`src/rtl/ram_wport_queue.sv`:
```
// Two-lane, in-order write queue feeding the single write port of the 16-entry register RAM.
// Optional WQ_COALESCE_EN: merges a lane into the youngest pending entry when addresses match.
module ram_wport_queue #(
    parameter int WIDTH = 32,
    parameter int DEPTH = 4
) (
    input  logic             clk,
    input  logic             rst,
    input  logic             in0_valid,
    input  logic [3:0]       in0_addr,
    input  logic [WIDTH-1:0] in0_data,
    input  logic             in1_valid,
    input  logic [3:0]       in1_addr,
    input  logic [WIDTH-1:0] in1_data,
    output logic             in_ready,
    output logic             out_wea,
    output logic [3:0]       out_addrw,
    output logic [WIDTH-1:0] out_din,
    output logic [$clog2(DEPTH):0] count
);
    localparam int PW = $clog2(DEPTH);
    localparam int CW = PW + 1;
    localparam logic [CW-1:0] READY_MAX = CW'(DEPTH - 2);

    typedef struct packed {
        logic [3:0]       addr;
        logic [WIDTH-1:0] data;
    } entry_t;

    entry_t        mem [DEPTH];
    logic [PW-1:0] head, tail, slot1;
    logic [CW-1:0] count_next;
    logic          pop, acc0, acc1, p0, p1;

    // Ready looks only at the registered count so producers never see a valid->ready loop.
    assign in_ready = (count <= READY_MAX);
    assign pop      = (count != '0);
    assign acc0     = in0_valid & in_ready;
    assign acc1     = in1_valid & in_ready;

`ifdef WQ_COALESCE_EN
    logic [PW-1:0] last_ptr;
    logic          can_merge, drop0, m0, m1;

    assign last_ptr  = tail - PW'(1);
    // With a single entry, tail-1 is the head leaving this cycle, so it cannot absorb a merge.
    assign can_merge = (count >= CW'(2));
    assign drop0     = acc0 & acc1 & (in0_addr == in1_addr);
    assign m0        = acc0 & ~drop0 & can_merge & (mem[last_ptr].addr == in0_addr);
    assign p0        = acc0 & ~drop0 & ~m0;
    assign m1        = acc1 & ~p0 & can_merge & (mem[last_ptr].addr == in1_addr);
    assign p1        = acc1 & ~m1;
`else
    assign p0 = acc0;
    assign p1 = acc1;
`endif

    assign slot1      = p0 ? tail + PW'(1) : tail;
    assign count_next = count + CW'(p0) + CW'(p1) - CW'(pop);

    always_ff @(posedge clk) begin
        if (rst) begin
            head  <= '0;
            tail  <= '0;
            count <= '0;
        end else begin
            if (pop) head <= head + PW'(1);
            tail  <= tail + PW'(p0) + PW'(p1);
            count <= count_next;
        end
    end

    // Storage is deliberately not reset; pointers and count define what is live.
    always_ff @(posedge clk) begin
        if (p0) mem[tail]  <= '{addr: in0_addr, data: in0_data};
        if (p1) mem[slot1] <= '{addr: in1_addr, data: in1_data};
`ifdef WQ_COALESCE_EN
        if (m0) mem[last_ptr].data <= in0_data;
        if (m1) mem[last_ptr].data <= in1_data;
`endif
    end

    always_comb begin
        out_wea   = pop;
        out_addrw = '0;
        out_din   = '0;
        if (pop) begin
            out_addrw = mem[head].addr;
            out_din   = mem[head].data;
        end
    end

`ifndef SYNTHESIS
    always_ff @(posedge clk) begin
        if (!rst && acc1)
            assert (int'(count) + int'(p0) + int'(p1) <= DEPTH + int'(pop));
    end
`endif

endmodule

```
`config.mk`:
```
export PLATFORM = sky130hd
export DESIGN_NAME = ram_wport_queue
export DESIGN_NICKNAME = d
export VERILOG_FILES = /design/src/rtl/ram_wport_queue.sv
export SDC_FILE = /design/constraint.sdc
export NUM_CORES = 1
export LEC_CHECK = 0
export CAP_MARGIN = 0
export CORE_ASPECT_RATIO = 0.6
export CORE_MARGIN = 2
export CORE_UTILIZATION = 35
export DETAILED_ROUTE_END_ITERATION = 10
export PLACE_DENSITY_LB_ADDON = 0.25
export SLEW_MARGIN = 25
export SYNTH_ARGS = -nofsm -noshare
export SYNTH_HDL_FRONTEND = slang
export SYNTH_SLANG_ARGS = --single-unit
export TNS_END_PERCENT = 20
```
`constraint.sdc`:
```
create_clock -name clk -period 4.9 [get_ports clk]
set_input_delay 0.98 -clock clk [delete_from_list [all_inputs] [get_ports clk]]
set_output_delay 0.98 -clock clk [all_outputs]
set_load 0.01 [all_outputs]
```
## After elaboration in Yosys (flattened, before gate mapping)

Memories as Yosys holds them, arrays and structs flattened. A register that Yosys moved wholly into a read port is not among the register bits.
Index checks and enable logic that the tools add are counted.

| cells by class | value |
|---|---|
| order comparisons | 1 |
| muxes and demuxes | 9 |
| reductions and logical operators | 1 |
| $add $sub $neg | 7 |
| bitwise gates (word level) | 2 |

Operators by type and width:

| cell | number |
|---|---|
| 32-bit 2-to-1 mux | 1 |
| 3-bit by 1-bit adder with 3-bit output | 2 |
| 2-bit 2-to-1 mux | 3 |
| 2-bit by 1-bit adder with 2-bit output | 2 |
| 2-bit by 1-bit adder with 2-bit output, second input constant | 2 |
| 1-bit 2-to-1 mux | 4 |
| 4-bit 2-to-1 mux | 1 |
| 3-bit by 2-bit less-or-equal comparator with 1-bit output, second input constant | 1 |
| 3-bit nonzero test | 1 |
| 3-bit by 1-bit subtractor with 3-bit output | 1 |
| 1-bit AND | 2 |

| word-level totals | value |
|---|---|
| bits in registers | 7 |
| logic and storage cells | 24 |
| memory bits (writable) | 144 |
| input bits | 76 |
| output and inout port bits | 41 |
| memories kept | 1 |

Memories:

| memory | words | bits a word | rd ports | clocked after memory_dff | write ports | RTL line | text |
|---|---|---|---|---|---|---|---|
| mem | 4 | 36 | 1 | 1 | 2 | 30 | `entry_t mem [DEPTH];` |

## Longest topological paths before layout

| depth | value |
|---|---|
| word-level depth | 5 |
| gate-level depth with buffers | 10 |
| gate-level depth less buffers | 9 |

## Worst setup path before layout

OpenSTA, ideal clock, no wires.

| timing | value |
|---|---|
| path type | input port to flip-flop |
| from | in in1_valid |
| to | mem mem[0][0] (netlist name), enable pin |
| data required time | 4414 ps |
| slack | 181 ps |
| stages on the path | 3 |
| buffers on the path | 1 |
| data arrival time | 4232 ps |
| cell sequence | clkbuf_2 o211ai_1 o32ai_1 |

RTL lines:

| item | RTL line | text |
|---|---|---|
| from (decl) | 12 | `input logic in1_valid,` |
| to (decl) | 30 |  |

==> metrics.txt <==
# TYPE chip_impl_metric gauge
chip_impl_info{name="run_status",value="complete, no violations"} 1
chip_impl_metric{name="post_cts.resized_instances",unit=""} 0
chip_impl_info{name="start_kind",value="flip-flop"} 1
chip_impl_metric{name="max-clock-path-buffers",unit=""} 2
chip_impl_metric{name="clock_latency",unit="ns"} 0.41
chip_impl_metric{name="setup.reg_to_reg.worst_slack",unit="ns"} 1.43
chip_impl_metric{name="clock_sink_count",unit=""} 153
chip_impl_metric{name="syn_area_per_cell",unit="µm²"} 17.29
chip_impl_info{name="synth.cells.most_frequent",value="edfxtp_1 (144), mux2_2 (135), nor2b_1 (38)"} 1
chip_impl_metric{name="total_cts_buffers",unit=""} 17
chip_impl_metric{name="yosysTopAreaCellShare",unit=""} 0.5449
chip_impl_info{name="critical_path.top_delay_family",value="buffers and inverters"} 1
chip_impl_metric{name="pwr-share-clk",unit=""} 0.219
chip_impl_metric{name="timing.fmax",unit="GHz"} 0.2637
chip_impl_metric{name="worst-r2r-cell-count",unit=""} 6
chip_impl_metric{name="post_synth_design_cell_area",unit="µm²"} 7935
chip_impl_metric{name="post-route-worst-setup-slack",unit="ns"} 1.107
chip_impl_metric{name="critical_path_buf_inv_count",unit=""} 2
chip_impl_metric{name="design.core.area",unit="µm²"} 22120
chip_impl_metric{name="finalSetupViolations",unit=""} 0
chip_impl_metric{name="cts.reportedPaths.clkPinSlew",unit="ns"} 0.06
chip_impl_metric{name="wire_per_inst",unit="µm"} 21.31
chip_impl_metric{name="io_buffer_count",unit=""} 116
chip_impl_info{name="timing_worst_setup_path_type",value="flip-flop to output port"} 1
chip_impl_metric{name="drive_above_1_share",unit=""} 0.3881
chip_impl_metric{name="netlist_instances",unit=""} 459
chip_impl_metric{name="grt_max_degree",unit=""} 37
chip_impl_metric{name="timing.max_cap.violations",unit=""} 0
chip_impl_metric{name="netSwitchingFraction",unit=""} 0.3193
chip_impl_metric{name="vias_per_cell",unit=""} 5.052
chip_impl_metric{name="worstMarginPinSlew",unit="ns"} 0.8946
chip_impl_metric{name="fp.dieH",unit="µm"} 120.6
chip_impl_metric{name="worst-path-max-fanout",unit=""} 18
chip_impl_metric{name="pwr-share-comb",unit=""} 0.417
chip_impl_metric{name="final_max_slew_viol_count",unit=""} 0
chip_impl_metric{name="via_count_of_the_first_global_routing_pass",unit=""} 4922
chip_impl_metric{name="floorplan.die.width",unit="µm"} 198.4
chip_impl_metric{name="routed_vias",unit=""} 4537
chip_impl_metric{name="initial_utilization",unit=""} 0.3587
chip_impl_metric{name="grt_first_pass_wirelength",unit="µm"} 29680
chip_impl_metric{name="timing.max_slew.rel_slack",unit=""} 0.4036
chip_impl_info{name="rr_startpoint",value="tail[0]"} 1
chip_impl_metric{name="power_switching",unit="mW"} 1.858
chip_impl_metric{name="min_period_over_period",unit=""} 0.7740
chip_impl_metric{name="cell_internal_pwr",unit="mW"} 3.962
chip_impl_metric{name="wl_met1",unit="µm"} 8998
chip_impl_metric{name="setup-tns-final",unit="ns"} 0
chip_impl_metric{name="groute.usage.overall",unit=""} 0.1694
chip_impl_info{name="cts_tree",value="done"} 1
chip_impl_info{name="critical-path-slowest-cell",value="dfxtp_2"} 1
chip_impl_info{name="r2r-end",value="mem[3][28]"} 1
chip_impl_metric{name="ys_types",unit=""} 28
chip_impl_metric{name="fin_worst_skew",unit="ns"} 0.01234
chip_impl_metric{name="final_gp_congestion",unit=""} 0.7327
chip_impl_metric{name="global_route.overflow_total",unit=""} 0
chip_impl_metric{name="cpPeakStageDelay",unit="ns"} 0.77
chip_impl_metric{name="drt_first_pass_iters",unit=""} 4
chip_impl_metric{name="timing.final.crit_period",unit="ns"} 3.793
chip_impl_info{name="cts.root.buffer_cell",value="clkbuf_16"} 1
chip_impl_metric{name="power_density",unit="nW/µm²"} 580.6
chip_impl_info{name="worstHoldPathType",value="flip-flop to flip-flop"} 1
chip_impl_metric{name="total_leakage_power",unit="nW"} 3.355
chip_impl_metric{name="number_of_cells_on_the_worst_hold_path",unit=""} 2
chip_impl_metric{name="dp_worst_setup_slack",unit="ns"} 1.266
chip_impl_metric{name="synth.net_count",unit=""} 544
chip_impl_metric{name="ys_seq_elements",unit=""} 153
chip_impl_metric{name="yosys_warnings",unit=""} 0
chip_impl_metric{name="synth_edf_count",unit=""} 144
chip_impl_info{name="synth.most_common_cell",value="edfxtp_1"} 1
chip_impl_metric{name="grt_antenna_before_repair",unit=""} 0
chip_impl_metric{name="site_rows",unit=""} 42
chip_impl_metric{name="antennaDiodeCount",unit=""} 0
chip_impl_metric{name="h_tree_depth",unit=""} 4
chip_impl_metric{name="detailed_place_hpwl",unit="µm"} 11950
chip_impl_metric{name="postRouteWirelength",unit="µm"} 19140
chip_impl_metric{name="cp.required",unit="ns"} 3.92
chip_impl_metric{name="post_cts.repair.setup_buffers",unit=""} 0
chip_impl_info{name="synth_area_leaders",value="edfxtp_1 (54%), mux2_2 (19%), mux4_2 (10%)"} 1
chip_impl_metric{name="final_hold_viol_count",unit=""} 0
chip_impl_metric{name="finish.net_count",unit=""} 664
chip_impl_info{name="synthDominantAreaCellType",value="edfxtp_1"} 1
chip_impl_metric{name="worst-endpoint-arrival",unit="ns"} 2.81
chip_impl_metric{name="vdd_ir_drop_max",unit="V"} 0.0002959
chip_impl_info{name="top_layer_used",value="met4"} 1
chip_impl_metric{name="detailroute.wirelength.met3",unit="µm"} 1068
chip_impl_info{name="min_from",value="head[1]"} 1
chip_impl_metric{name="die-area",unit="µm²"} 23930
chip_impl_metric{name="io_pins",unit=""} 117
chip_impl_info{name="crit_chain",value="buf_4, mux4_2, nor2b_1, clkdlybuf4s50_1"} 1
chip_impl_metric{name="seq_area_frac_synth",unit=""} 0.5676
chip_impl_metric{name="cts.hold.buffers_added",unit=""} 0
chip_impl_info{name="worstSetupEndpointType",value="output port"} 1
chip_impl_metric{name="drc",unit=""} 0
chip_impl_metric{name="syn_to_final_growth",unit="%"} 26.35
chip_impl_metric{name="async_reset_ff_frac",unit=""} 0
chip_impl_metric{name="route.antenna.remaining_nets",unit=""} 0
chip_impl_info{name="yosys_most_used_dff",value="edfxtp_1"} 1
chip_impl_metric{name="drt_first_iter_violations",unit=""} 206
chip_impl_metric{name="pwr-share-seq",unit=""} 0.364
chip_impl_metric{name="routed-wl-met2",unit="µm"} 8964
chip_impl_info{name="rsz0062_at_grt",value="no"} 1
==> worst min-delay path, stage by stage, from the launching register on <==
cell     delay (ns)
dfxtp_1        0.31
xor2_1         0.14
nor2_1         0.06
==> metrics by stage <==
| stage | area, µm² | util | hold slack, ns | std cells | total power [mW] |
|---|---|---|---|---|---|
| floorplan | 7935 | - | 0.4847 | 459 | 3.555 |
| global placement | 9462 | 0.4277 | 0.5203 | 868 | 4.563 |
| detailed placement | 9462 | 0.4277 | 0.5283 | 868 | 4.599 |
| CTS | 10020 | 0.4531 | 0.5479 | 898 | 5.899 |
| global route | 10030 | 0.4532 | 0.5700 | 898 | 6.136 |
| finish | 10030 | 0.4532 | 0.5428 | 898 | 5.821 |
==> layout by cell type (no fill, tap or decap), drive strengths merged <==
cell	Yosys	routed
clkinv	0	8
bufinv	0	3
clkdlybuf4s50	0	116
mux4	36	36
and3b	3	3
o211ai	1	1
o32ai	4	4
o31ai	1	1
inv	13	13
dfxtp	9	9
buf	18	14
xor2	3	3
o21ai	2	2
xnor2	1	1
clkbuf	11	17
ha	6	6
and3	1	1
edfxtp	144	144
nor2	7	7
nor3b	4	4
mux2	144	144
nor3	2	2
o221ai	4	4
fa	3	3
clkinvlp	0	2
nor2b	38	38
a31oi	4	4
==> logic make-up after synthesis <==
group | count (synthesis) | share of synthesized area
flip-flops | 153 | 0.5676
XOR/XNOR | 4 | 0.004416
AO/OA/AOI/OAI | 16 | 0.02397
adder cells (fa/ha/maj) | 9 | 0.01703
AND/OR/NAND/NOR | 55 | 0.04384
buffers and inverters | 42 | 0.03232
multiplexers | 180 | 0.3108
==> worst max-delay path by stage <==
stage / from / end / cells past startpoint
after floorplan: in1_valid / mem[0][0] / 3
after global placement: in0_valid / mem[3][29] / 5
after detailed placement: in0_valid / count[1] / 7
after CTS: flip-flop / out_din[30] / 4
after global routing: flip-flop / out_din[26] / 4
final: flip-flop / out_din[30] / 4
==> registers in the layout, summed over array words and instances, names as in the netlist, named ones only <==
name   cells
head       2
count      3
mem      144
tail       2
==> power groups by stage <==
stage                     logic, mW  registers (mW)  clock network [mW]
after CTS                      2.47            2.13                1.30
after detailed placement       2.45            2.15                   0
after global placement         2.43            2.13                   0
after floorplan                1.53            2.03                   0
after global routing           2.61            2.17                1.35
final                          2.43            2.12                1.27
==> metal layers <==
metal	up-vias	global-route usage
li1	2059	-
met2	126	0.2636
met1	2342	0.2407
met5	-	0
met4	0	0.03665
met3	10	0.04100
==> layout make-up <==
class                           instances  area, µm²
Timing Repair Buffer                  130       1266
Multi-Input combinational cell        264       3254
Fill cell                            1956      12100
Tap cell                              308      385.4
Inverter                               13      48.80
Sequential cell                       153       4509
Clock buffer                           17      425.4
Clock inverter                         13      136.4
(Power assumes the default switching activity.)
